$ cat src/rtl/pe_acc.sv
// pe_acc: drain stage for one PE column.
// Sums acc_len products from the registered product stream into one dot-product
// result and queues each result in a small output FIFO that is drained over a
// valid/ready handshake.
// Optional build macro PE_ACC_SAT_EN: saturating accumulation, plus a per-entry
// saturation bit exported on sat_flag.
//
// Handshake: the head entry is offered with out_vld=1 and is popped on every
// rising edge where out_vld & out_rdy. While out_vld=1 and out_rdy=0 the head
// (out_data and sat_flag) holds steady. The product input has no backpressure:
// each in_vld cycle is one product and is either consumed (in ACC) or ignored.
module pe_acc #(
  parameter int PROD_W     = 16,
  parameter int ACC_W      = 32,
  parameter int LEN_W      = 8,
  parameter int FIFO_DEPTH = 2
) (
  input  logic              clk,
  input  logic              rst,
  input  logic              start,
  input  logic [LEN_W-1:0]  acc_len,
  input  logic              in_vld,
  input  logic [PROD_W-1:0] in_data,
  output logic              out_vld,
  input  logic              out_rdy,
  output logic [ACC_W-1:0]  out_data,
  output logic              acc_busy,
  output logic              ovf_err,
`ifdef PE_ACC_SAT_EN
  output logic              sat_flag,
`endif
  output logic              dbg_state
);

  localparam int PTR_W = (FIFO_DEPTH > 1) ? $clog2(FIFO_DEPTH) : 1;
  localparam logic [LEN_W-1:0] LEN_ONE = {{(LEN_W-1){1'b0}}, 1'b1};
  localparam logic [PTR_W:0]   PTR_ONE = {{PTR_W{1'b0}}, 1'b1};

  typedef enum logic {
    S_IDLE = 1'b0,
    S_ACC  = 1'b1
  } state_t;

  state_t r_state;
  state_t w_state_nxt;

  // accumulation datapath
  logic [LEN_W-1:0] r_len;
  logic [LEN_W-1:0] r_cnt;
  logic [ACC_W-1:0] r_sum;
  logic [ACC_W-1:0] w_sum_nxt;
  logic [ACC_W-1:0] w_prod_ext;
  logic             w_start_ok;
  logic             w_beat;
  logic             w_last;

  // result FIFO
  logic [ACC_W-1:0] r_mem [FIFO_DEPTH];
  logic [PTR_W:0]   r_wr_ptr;
  logic [PTR_W:0]   r_rd_ptr;
  logic             r_ovf;
  logic             w_empty;
  logic             w_full;
  logic             w_push;
  logic             w_pop;
  logic             w_drop;

  assign w_prod_ext = {{(ACC_W-PROD_W){1'b0}}, in_data};

`ifdef PE_ACC_SAT_EN
  logic [ACC_W:0]   w_add;
  logic             r_sat;
  logic             w_sat_nxt;
  logic             r_sat_mem [FIFO_DEPTH];

  // Once the carry fires the run is pinned at all-ones for its remainder.
  always_comb begin
    w_add     = {1'b0, r_sum} + {1'b0, w_prod_ext};
    w_sat_nxt = r_sat | w_add[ACC_W];
    w_sum_nxt = w_sat_nxt ? {ACC_W{1'b1}} : w_add[ACC_W-1:0];
  end
`else
  // Plain modular sum; the carry out of the top bit is simply lost.
  always_comb begin
    w_sum_nxt = r_sum + w_prod_ext;
  end
`endif

  // State register.
  always_ff @(posedge clk or posedge rst) begin
    if (rst) begin
      r_state <= S_IDLE;
    end else begin
      r_state <= w_state_nxt;
    end
  end

  // Next-state: a zero-length start is not a run; the last beat returns to IDLE.
  always_comb begin
    w_state_nxt = r_state;
    case (r_state)
      S_IDLE: if (w_start_ok) w_state_nxt = S_ACC;
      S_ACC:  if (w_last)     w_state_nxt = S_IDLE;
      default: w_state_nxt = S_IDLE;
    endcase
  end

  // FSM-derived controls and status outputs.
  always_comb begin
    w_start_ok = (r_state == S_IDLE) && start && (acc_len != '0);
    w_beat     = (r_state == S_ACC) && in_vld;
    w_last     = w_beat && (r_cnt == (r_len - LEN_ONE));
    acc_busy   = (r_state == S_ACC);
    dbg_state  = r_state;
  end

  // Run length, beat counter and running sum; all cleared at run boundaries.
  always_ff @(posedge clk or posedge rst) begin
    if (rst) begin
      r_len <= '0;
      r_cnt <= '0;
      r_sum <= '0;
    end else if (w_start_ok) begin
      r_len <= acc_len;
      r_cnt <= '0;
      r_sum <= '0;
    end else if (w_last) begin
      r_cnt <= '0;
      r_sum <= '0;
    end else if (w_beat) begin
      r_cnt <= r_cnt + LEN_ONE;
      r_sum <= w_sum_nxt;
    end
  end

`ifdef PE_ACC_SAT_EN
  // Saturation marker for the run in progress.
  always_ff @(posedge clk or posedge rst) begin
    if (rst) begin
      r_sat <= 1'b0;
    end else if (w_start_ok || w_last) begin
      r_sat <= 1'b0;
    end else if (w_beat) begin
      r_sat <= w_sat_nxt;
    end
  end
`endif

  // FIFO flags: pointers carry one extra wrap bit to tell full from empty.
  always_comb begin
    w_empty = (r_wr_ptr == r_rd_ptr);
    w_full  = (r_wr_ptr[PTR_W] != r_rd_ptr[PTR_W]) &&
              (r_wr_ptr[PTR_W-1:0] == r_rd_ptr[PTR_W-1:0]);
    w_pop   = !w_empty && out_rdy;
    // A pop on the same edge frees the slot, so a full FIFO still accepts.
    w_push  = w_last && (!w_full || w_pop);
    w_drop  = w_last && w_full && !w_pop;
  end

  // FIFO pointers and sticky overflow flag.
  always_ff @(posedge clk or posedge rst) begin
    if (rst) begin
      r_wr_ptr <= '0;
      r_rd_ptr <= '0;
      r_ovf    <= 1'b0;
    end else begin
      if (w_push) r_wr_ptr <= r_wr_ptr + PTR_ONE;
      if (w_pop)  r_rd_ptr <= r_rd_ptr + PTR_ONE;
      if (w_drop) r_ovf    <= 1'b1;
    end
  end

  // FIFO storage; the completed result is the sum including the final product.
  always_ff @(posedge clk or posedge rst) begin
    if (rst) begin
      for (int i = 0; i < FIFO_DEPTH; i++) begin
        r_mem[i] <= '0;
`ifdef PE_ACC_SAT_EN
        r_sat_mem[i] <= 1'b0;
`endif
      end
    end else if (w_push) begin
      r_mem[r_wr_ptr[PTR_W-1:0]] <= w_sum_nxt;
`ifdef PE_ACC_SAT_EN
      r_sat_mem[r_wr_ptr[PTR_W-1:0]] <= w_sat_nxt;
`endif
    end
  end

  // Head presentation: zeros whenever nothing is queued.
  always_comb begin
    out_vld  = !w_empty;
    out_data = w_empty ? '0 : r_mem[r_rd_ptr[PTR_W-1:0]];
    ovf_err  = r_ovf;
`ifdef PE_ACC_SAT_EN
    sat_flag = !w_empty && r_sat_mem[r_rd_ptr[PTR_W-1:0]];
`endif
  end

endmodule

$ cat config.mk
export PLATFORM = sky130hd
export DESIGN_NAME = pe_acc
export DESIGN_NICKNAME = d
export VERILOG_FILES = /design/src/rtl/pe_acc.sv
export SDC_FILE = /design/constraint.sdc
export NUM_CORES = 1
export LEC_CHECK = 0
export CORE_MARGIN = 2
export CORE_UTILIZATION = 58
export DETAILED_ROUTE_END_ITERATION = 8
export PLACE_DENSITY = 0.92
export SYNTH_ARGS = -nofsm -noshare
export SYNTH_HDL_FRONTEND = slang
export SYNTH_SLANG_ARGS = --single-unit
$ cat constraint.sdc
create_clock -name clk -period 4.16 [get_ports clk]
set_input_delay 0.624 -clock clk [delete_from_list [all_inputs] [get_ports clk]]
set_output_delay 0.624 -clock clk [all_outputs]
set_load 0.02 [all_outputs]
Word-level counts from Yosys, hierarchy flattened
Index checks and enable logic that the tools add are counted.

Bits in registers: 118. Latch bits: 0. Memory bits (writable): 0. Memory bits (read-only): 0. Bits of input ports: 29. Output and inout bits: 36. Logic and storage cells: 56. Memories: 0.

Add/subtract/negate cells: 5. $mul: 0. Divide/modulo/power cells: 0. Magnitude comparators: 3. Eq/ne operators: 4. Shift-type cells: 0. Mux-type cells: 16. Bitwise operators: 3. Reductions and logical operators: 16.

Operators with widths (count): 2-to-1 mux 32 bit (8); bitwise mux 64 bit (1); adder 32 x 16 -> 32 bit (1); demux 32 bit (select 1 bit) (1); 2-to-1 mux 8 bit (3); logical AND 1 bit (10); adder 8 x 1 -> 8 bit (second input constant) (1); equality test 8 bit (1); nonzero test 8 bit (1); subtractor 8 x 1 -> 8 bit (second input constant) (1); adder 2 x 1 -> 2 bit (second input constant) (2); >= comparator 2 bit (second input constant) (2); NOT 1 -> 2 bit (2); logical NOT 1 bit (3); nonzero test 3 bit (1); equality test 2 bit (1); < comparator 2 x 1 -> 1 bit (second input constant) (1); 2-to-1 mux 1 bit (2); case mux 1 bit (2 select lines) (1); equality test 1 bit (1); logical OR 1 bit (1); != test 1 bit (1); NOT 1 bit (1).

Longest topological paths before layout
Gate-level depths: netlist (run 1).

Word-level depth: 6. Depth in mapped cells: 11. Gate-level depth less buffers: 9.

Worst setup path after synthesis (run 1)
Ideal clock, no wire load.

Kind: input to register. Start point: input in_data[12]. End point: register r_sum[27]. Library setup time: 0.069 ns. Arrival: 2.595 ns. Required time: 4.091 ns. Setup slack: 1.496 ns. Stages: 8. Path buffers: 1. Cell sequence: ha_1 > clkbuf_1 > nand2_1 > a21boi_2 > o2111ai_2 > or4_4 > or4_1 > nand3_1.

Longest elaborated chain between the ends: 4.

Ends and longest elaborated chain: start, declared (line 23) `input logic [PROD_W-1:0] in_data,`; adder 32 x 16 -> 32 bit (line 85) `w_sum_nxt = r_sum + w_prod_ext;`; 2-to-1 mux 32 bit (line 130) `end else if (w_beat) begin`; 2-to-1 mux 32 bit (line 127) `end else if (w_last) begin`; 2-to-1 mux 32 bit (line 123) `end else if (w_start_ok) begin`; end signal, assigned (line 132) `r_sum <= w_sum_nxt;`; end, declared (line 50) `logic [ACC_W-1:0] r_sum;`.

No other way between the ends. The select of a mux whose other input is x is not followed. A chain may end at the register's enable or synchronous reset.

Final worst setup path (run 1)
Start point: register r_wr_ptr[1]. End point: output out_data[0].

Longest elaborated chain between the ends: 2.

Ends and longest elaborated chain: start, declared (line 59) `logic [PTR_W:0] r_wr_ptr;`; start signal, assigned (line 167) `if (w_push) r_wr_ptr <= r_wr_ptr + PTR_ONE;`; equality test 2 bit (line 151) `w_empty = (r_wr_ptr == r_rd_ptr);`; 2-to-1 mux 32 bit (line 193) `out_data = w_empty ? '0 : r_mem[r_rd_ptr[PTR_W-1:0]];`; end, declared (line 26) `output logic [ACC_W-1:0] out_data,`.

No other way between the ends.

==> qor.yml, run 1 <==
outcome:
  status: "completed"
synthesis:
  synth_area_leaders: "dfrtp_1 44%, mux2_2 6.8%, mux2_4 6.4%"
  synth-edff-count: 0
  synthDominantCellAreaShare: 0.4366
  synthArstFlopShare: 1.000
  synth_top_family_by_area: "multiplexers"
  synthMuxAreaShare: 0.1876
  syn_nets: 662
  yosysWarnings: 0
  synth_top_area_cell: "dfrtp_1"
  synth-xor-area-share: 0.05309
  synthCells: 614
  synth_compound_area_frac: 0.1317
  ys_seq_area_frac: 0.4366
  synthAdderAreaFrac: 0.03626
  yosys.area_share.simple: 0.1176
  syn_area_per_cell_sq_um: 11.02
  synth_cell_types: 63
  ys_ff_latch: 118
  synth_flop_cell: "dfrtp_1"
  syn_area_sq_um: 6764
worst_setup_path:
  r2r_start: "r_len[0]$_DFFE_PP0P_"
  worstPathMaxFanout: 26
  cp.depth: 6
  cp_top_family: "buffers and inverters"
  endpoint_kind: "primary output"
  crit_chain: "xnor2_1, inv_1, nor2_2, buf_4, nor2_1, clkdlybuf4s50_1"
  critPathLaunch: "r_wr_ptr[1]$_DFFE_PP0P_"
  cp_num_buf_inv: 3
  path_class: "flip-flop to primary output"
  crit_path_top_delay_cell: "clkdlybuf4s50_1"
  startpoint_type: "flip-flop"
  arrival_ns: 2.62
  cp_data_required_time_ns: 3.54
  r2r_end: "r_cnt[6]$_DFFE_PP0P_"
  cpPeakStageDelay_ns: 0.57
  r2r_setup_slack_ns: 1.16
  r2r_cells: 8
die:
  die_w_um: 112.0
  design.core.area_sq_um: 11420
  dieHeight_um: 112.0
  ios: 65
  initial_core_util: 0.5924
  die_area_sq_um: 12540
  rows: 39
global_route:
  grt_overflow: 0
  track_usage: 0.2733
  grt_max_degree: 80
  grt_first_pass_wirelength_um: 27140
  antenna_found_initial: 0
  grt_pass1_vias: 5445
cells_and_area:
  area_delta_synth_final_pct: 17.76
  finalInstanceArea_sq_um: 7965
  nFillCells: 797
  nets: 722
  diodes: 0
  drive_gt1_frac: 0.1825
timing:
  fin_tns_setup_ns: 0
  fmax_ghz: 0.3084
  timing.final.crit_period_ns: 3.242
  finClkSkew_ns: 0.008688
  hold_ws_ns: 0.5032
  tightest_slew_ns: 1.096
  maxSlewHeadroom: 0.2696
  maxSlewViolCount: 0
  rsz0062_at_grt: "false"
  fin_crit_sh: 0.7794
  setup_viol: 0
  finalHoldViolCount: 0
pwr:
  power.density_nw_per_um2: 647.9
  p_comb_frac: 0.425
  pwr-share-clk: 0.256
  p_switching_mw: 2.014
  p_int_mw: 3.147
  peakVddDrop_mv: 0.4236
  seqPwrFrac: 0.319
  swShare: 0.3902
  leakage_nw: 3.685
drt:
  vias_per_cell: 6.173
  firstDrtPassIters: 5
  antenna_left: 0
  topRoutingLayerUsed: "met4"
  first_iter_violations: 420
  wl_met2_um: 8319
  wirelength_um: 16200
  vias: 5111
  drt-wirelength-per-cell_um: 19.56
  wl_met1_um: 6642
  drc_errors: 0
  met3_length_um: 896
placement:
  dp_hpwl_um: 10470
  portBuffers: 64
  place_congestion: 0.9539
  dpl-instance-area_sq_um: 7436
cts:
  clock_path_buffers: 2
  holdBufCountCts: 0
  cts_sinks: 118
  insertion_delay_ns: 0.42
  htree_levels: 4
  numCtsBuffers: 17
  ctsResizeCount: 0
  clk_pin_slew_ns: 0.05
  cts-root-buf: "clkbuf_16"
  cts_setup_buffers: 0
  cts_tree: "yes"
min_path:
  min_to: "r_mem[35]$_DFFE_PP0P_"
  hold_path_class: "flip-flop to flip-flop"
  hp-start: "r_mem[35]$_DFFE_PP0P_"
  hold_depth: 1
job:
  max_cap_viol_count: 0
## synth_stat cells (all sizes together) (2+ instances only)
cell type and instances:
nand2 32, buf 17, nand3b 5, o21a 3, a211oi 4, mux2 71, a211o 2, or4 2
clkbuf 14, dfrtp 118, nor4 4, inv 9, a31oi 11, a21oi 35, and3 7, or2 3
nand4 4, and2 3, nor3 10, o211ai 4, o21ai 26, or3 3, a22o 20, a21o 11
a21boi 2, ha 18, nand3 12, xnor2 26, nand2b 8, nor2 62, o2111ai 3, xor2 15
mux2i 36
## sequential cells by signal, indices dropped and copies added (netlist names)
signal	cells
r_mem	64
r_len	8
ovf_err	1
acc_busy	1
r_sum	32
r_rd_ptr	2
r_cnt	8
r_wr_ptr	2
## through the flow
stage	setup slack, ns	util	std cells	total power, mW
final	0.9179	0.6976	828	5.161
after global placement	0.8691	0.6512	798	3.652
after global routing	0.7556	0.6976	828	5.452
after floorplan	0.4069	-	614	3.214
after CTS	0.9066	0.6976	828	5.151
after detailed placement	0.7553	0.6512	798	3.785
## layout make-up
cell class | instances | area [sq um] | area share
multi-input combinational | 456 | 3566 | 0.4477
sequential | 118 | 2954 | 0.3709
timing repair buffer | 72 | 700.7 | 0.08797
clock buffer | 26 | 509.2 | 0.06393
tap | 143 | 178.9 | 0.02246
inverter | 9 | 36.28 | 0.004555
clock inverter | 4 | 20.02 | 0.002513
## worst register-to-register path, cell delays in order (launching register included)
cell	delay, ns
dfrtp_1	0.42
nor3_1	0.29
a21boi_0	0.18
a211o_1	0.34
a31oi_4	0.28
o21ba_1	0.79
buf_4	0.38
a21o_1	0.16
a22o_1	0.11
## layout by cell type (no fill, tap or decap), types with 11 or more instances in the layout
cell type and count:
a21o_1 11, mux2_2 41, a22o_1 20, xor2_1 15
mux2_4 29, nand2_1 32, dfrtp_1 117, o21ai_0 25
nand3_1 12, xnor2_1 26, a21oi_1 34, ha_1 18
mux2i_1 36, nor2_1 60, clkbuf_16 17, clkdlybuf4s50_1 64
## routing by layer
layer	up-vias	global-route usage
li1	2328	-
met1	2558	0.3318
met2	182	0.4752
met3	43	0.07295
met4	0	0.09106
met5	-	0
## power by group through the flow
stage | Clock [mW] | Combinational (mW) | Sequential (mW)
floorplan | 0 | 1.65 | 1.57
global placement | 0 | 2.03 | 1.62
detailed placement | 0 | 2.14 | 1.64
CTS | 1.33 | 2.18 | 1.64
global route | 1.39 | 2.39 | 1.67
finish | 1.32 | 2.19 | 1.65
## worst max-delay path by stage
stage,end
6_report,out_data[0]
5_1_grt,out_vld
4_1_cts,out_data[0]
3_5_place_dp,r_sum[27]$_DFFE_PP0P_
3_3_place_gp,r_mem[56]$_DFFE_PP0P_
2_1_floorplan,acc_busy$_DFF_PP0_
## cell families (layout without fill, tap and decap cells)
family | after synthesis | count (layout)
adder cells (fa/ha/maj) | 19 | 19
buffers and inverters | 40 | 111
AO/OA/AOI/OAI | 129 | 129
multiplexers | 107 | 107
XOR/XNOR | 41 | 41
flip-flops | 118 | 118
AND/OR/NAND/NOR | 160 | 160
Note: power is estimated with default switching activity, not from simulation.
==> run 2, diff against run 1 <==
Settings changed: CORE_UTILIZATION 58 to 52, PLACE_DENSITY 0.92 to 0.87.
Clock period 4.16 ns to 2.9 ns, I/O delays scaled along.
==> run 2 against run 1 <==
Compared with the run above:
- critical path depth increased by 4
- routed wire length up 0.69%
- critical path type is now flip-flop to flip-flop
- highest routed layer unchanged
- combinational power increased by 60%
- critical endpoint is now r_mem[30]$_DFFE_PP0P_
- final cell count is 9.7% higher
==> qor.yml, run 2 (synthesis gave the netlist of run 1 again) <==
die:
  die_area_sq_um: 13940
  dieHeight_um: 118.1
  rows: 41
  ios: 65
  die_w_um: 118.1
  design.core.area_sq_um: 12670
  initial_core_util: 0.5338
placement:
  portBuffers: 64
  dp.cells: 874
  place_congestion: 0.9044
  dp_hpwl_um: 11330
  dp_slack_ns: -0.2891
  dpl-instance-area_sq_um: 7876
global_route:
  track_usage: 0.2454
  antenna_found_initial: 0
  grt_overflow: 0
  grt_max_degree: 43
  grt_pass1_vias: 5664
  grt_first_pass_wirelength_um: 27560
worst_setup_path:
  endpoint_kind: "flip-flop"
  worstPathMaxFanout: 18
  cp_num_buf_inv: 2
  r2r_cells: 10
  startpoint_type: "flip-flop"
  r2r_setup_slack_ns: 0.13
  r2r_end: "r_mem[30]$_DFFE_PP0P_"
  r2r_start: "r_len[0]$_DFFE_PP0P_"
  cpPeakStageDelay_ns: 0.53
  cp_top_family: "compound AO/OA/AOI/OAI gates"
  cp_data_required_time_ns: 3.20
  crit_chain: "inv_1, ha_2, nand2_1, mux2i_1, a21oi_1, a2111o_1, nor3_2, and2_4, buf_12, mux2_2"
  arrival_ns: 3.07
  path_class: "flip-flop to flip-flop"
  crit_path_top_delay_cell: "a2111o_1"
cts:
  numCtsBuffers: 17
  htree_levels: 4
  clock_path_buffers: 2
  clk_pin_slew_ns: 0.05
  cts-root-buf: "clkbuf_16"
  insertion_delay_ns: 0.42
  cts_tree: "yes"
  cts_sinks: 118
outcome:
  status: "completed"
drt:
  first_iter_violations: 379
  vias_per_cell: 5.867
  wirelength_um: 16310
  drc_errors: 0
  antenna_left: 0
  drt-wirelength-per-cell_um: 17.96
  firstDrtPassIters: 5
  vias: 5327
timing:
  setup_viol: 0
  hold_ws_ns: 0.3636
  finClkSkew_ns: 0.006801
  fin_crit_sh: 0.9541
  maxSlewHeadroom: 0.5601
  tightest_slew_ns: 0.6548
  timing.final.ws_setup_ns: 0.1330
  timing.final.crit_period_ns: 2.767
  finalHoldViolCount: 0
  maxSlewViolCount: 0
  fmax_ghz: 0.3614
  fin_tns_setup_ns: 0
cells_and_area:
  final_common_cell: "dfrtp_1"
  nets: 771
  area_delta_synth_final_pct: 24.99
  layout_common_cells: "117 x dfrtp_1, 64 x clkdlybuf4s50_1, 60 x nor2_1"
  post-route-util: 0.6672
  reg_top3: "r_mem: 64 flops, r_sum: 32 flops"
  largest_reg_flops: 64
  fin_cells: 908
  finalInstanceArea_sq_um: 8454
  diodes: 0
  top_register: "r_mem"
  drive_gt1_frac: 0.2459
  nFillCells: 918
pwr:
  peakVddDrop_mv: 0.4596
  power.total_mw: 7.792
  power.density_nw_per_um2: 921.6
  leakage_nw: 3.926
min_path:
  hold_path_class: "input port to async pin"
job:
  max_cap_viol_count: 0
## run 2: cell count changes in the layout (fill, tap and decap cells not counted), sizes merged
cell      previous run  this run
buf                  8        57
bufinv               0         1
clkbuf              26        23
clkinv               4         5
clkinvlp             0         4
inv                  9         8
## run 2: what timing repair did
action                                  CTS  global route
hold endpoints to repair                  0             0
buffers inserted                          0             2
gates resized for setup                   0             5
hold buffers                              0             0
endpoints found under the setup margin    0            19
## run 2: worst reg2reg max path: cells and delay by family, from the launching register on
family,cells,cell delay (ns)
simple gates,3,0.57
buf+inv,2,0.30
mux,2,0.51
compound gates,2,0.63
flops,1,0.42
fa+ha+maj,1,0.23
## run 2: per-layer routing
metal | up-vias | global-route usage | routed length, um
met5 | - | 0 | 0
met4 | 0 | 0.09413 | 307
met3 | 33 | 0.05717 | 922
met2 | 192 | 0.4299 | 8457
met1 | 2668 | 0.2923 | 6623
li1 | 2434 | - | -
## run 2: cell type report
type | instances | area, sq um | share of cell area
clock inverters | 9 | 77.57 | 0.009176
well taps | 172 | 215.2 | 0.02546
flip-flops and latches | 118 | 2954 | 0.3494
repair buffers | 121 | 1119 | 0.1323
multi-input cells | 456 | 3583 | 0.4239
inverters | 9 | 37.54 | 0.004440
clock buffers | 23 | 467.9 | 0.05535
## run 2: power by group
part           internal [mW]  switching, mW  total, mW
combinational           1.62           1.88       3.50
clock                   1.21          0.731       1.94
sequential              2.01          0.347       2.35
## run 2: how the worst max path moves through the flow
stage / from / endpoint / slack, ns / depth (start not counted)
after global placement: in_data[0] / r_mem[56]$_DFFE_PP0P_ / -0.19 / 10
after CTS: in_data[0] / r_mem[58]$_DFFE_PP0P_ / 0.13 / 10
final: r_len[0]$_DFFE_PP0P_ / r_mem[30]$_DFFE_PP0P_ / 0.13 / 10
after global routing: r_len[0]$_DFFE_PP0P_ / r_mem[29]$_DFFE_PP0P_ / -0.03 / 10
after floorplan: in_data[12] / r_sum[27]$_DFFE_PP0P_ / 0.43 / 8
after detailed placement: in_data[0] / r_mem[58]$_DFFE_PP0P_ / -0.29 / 10
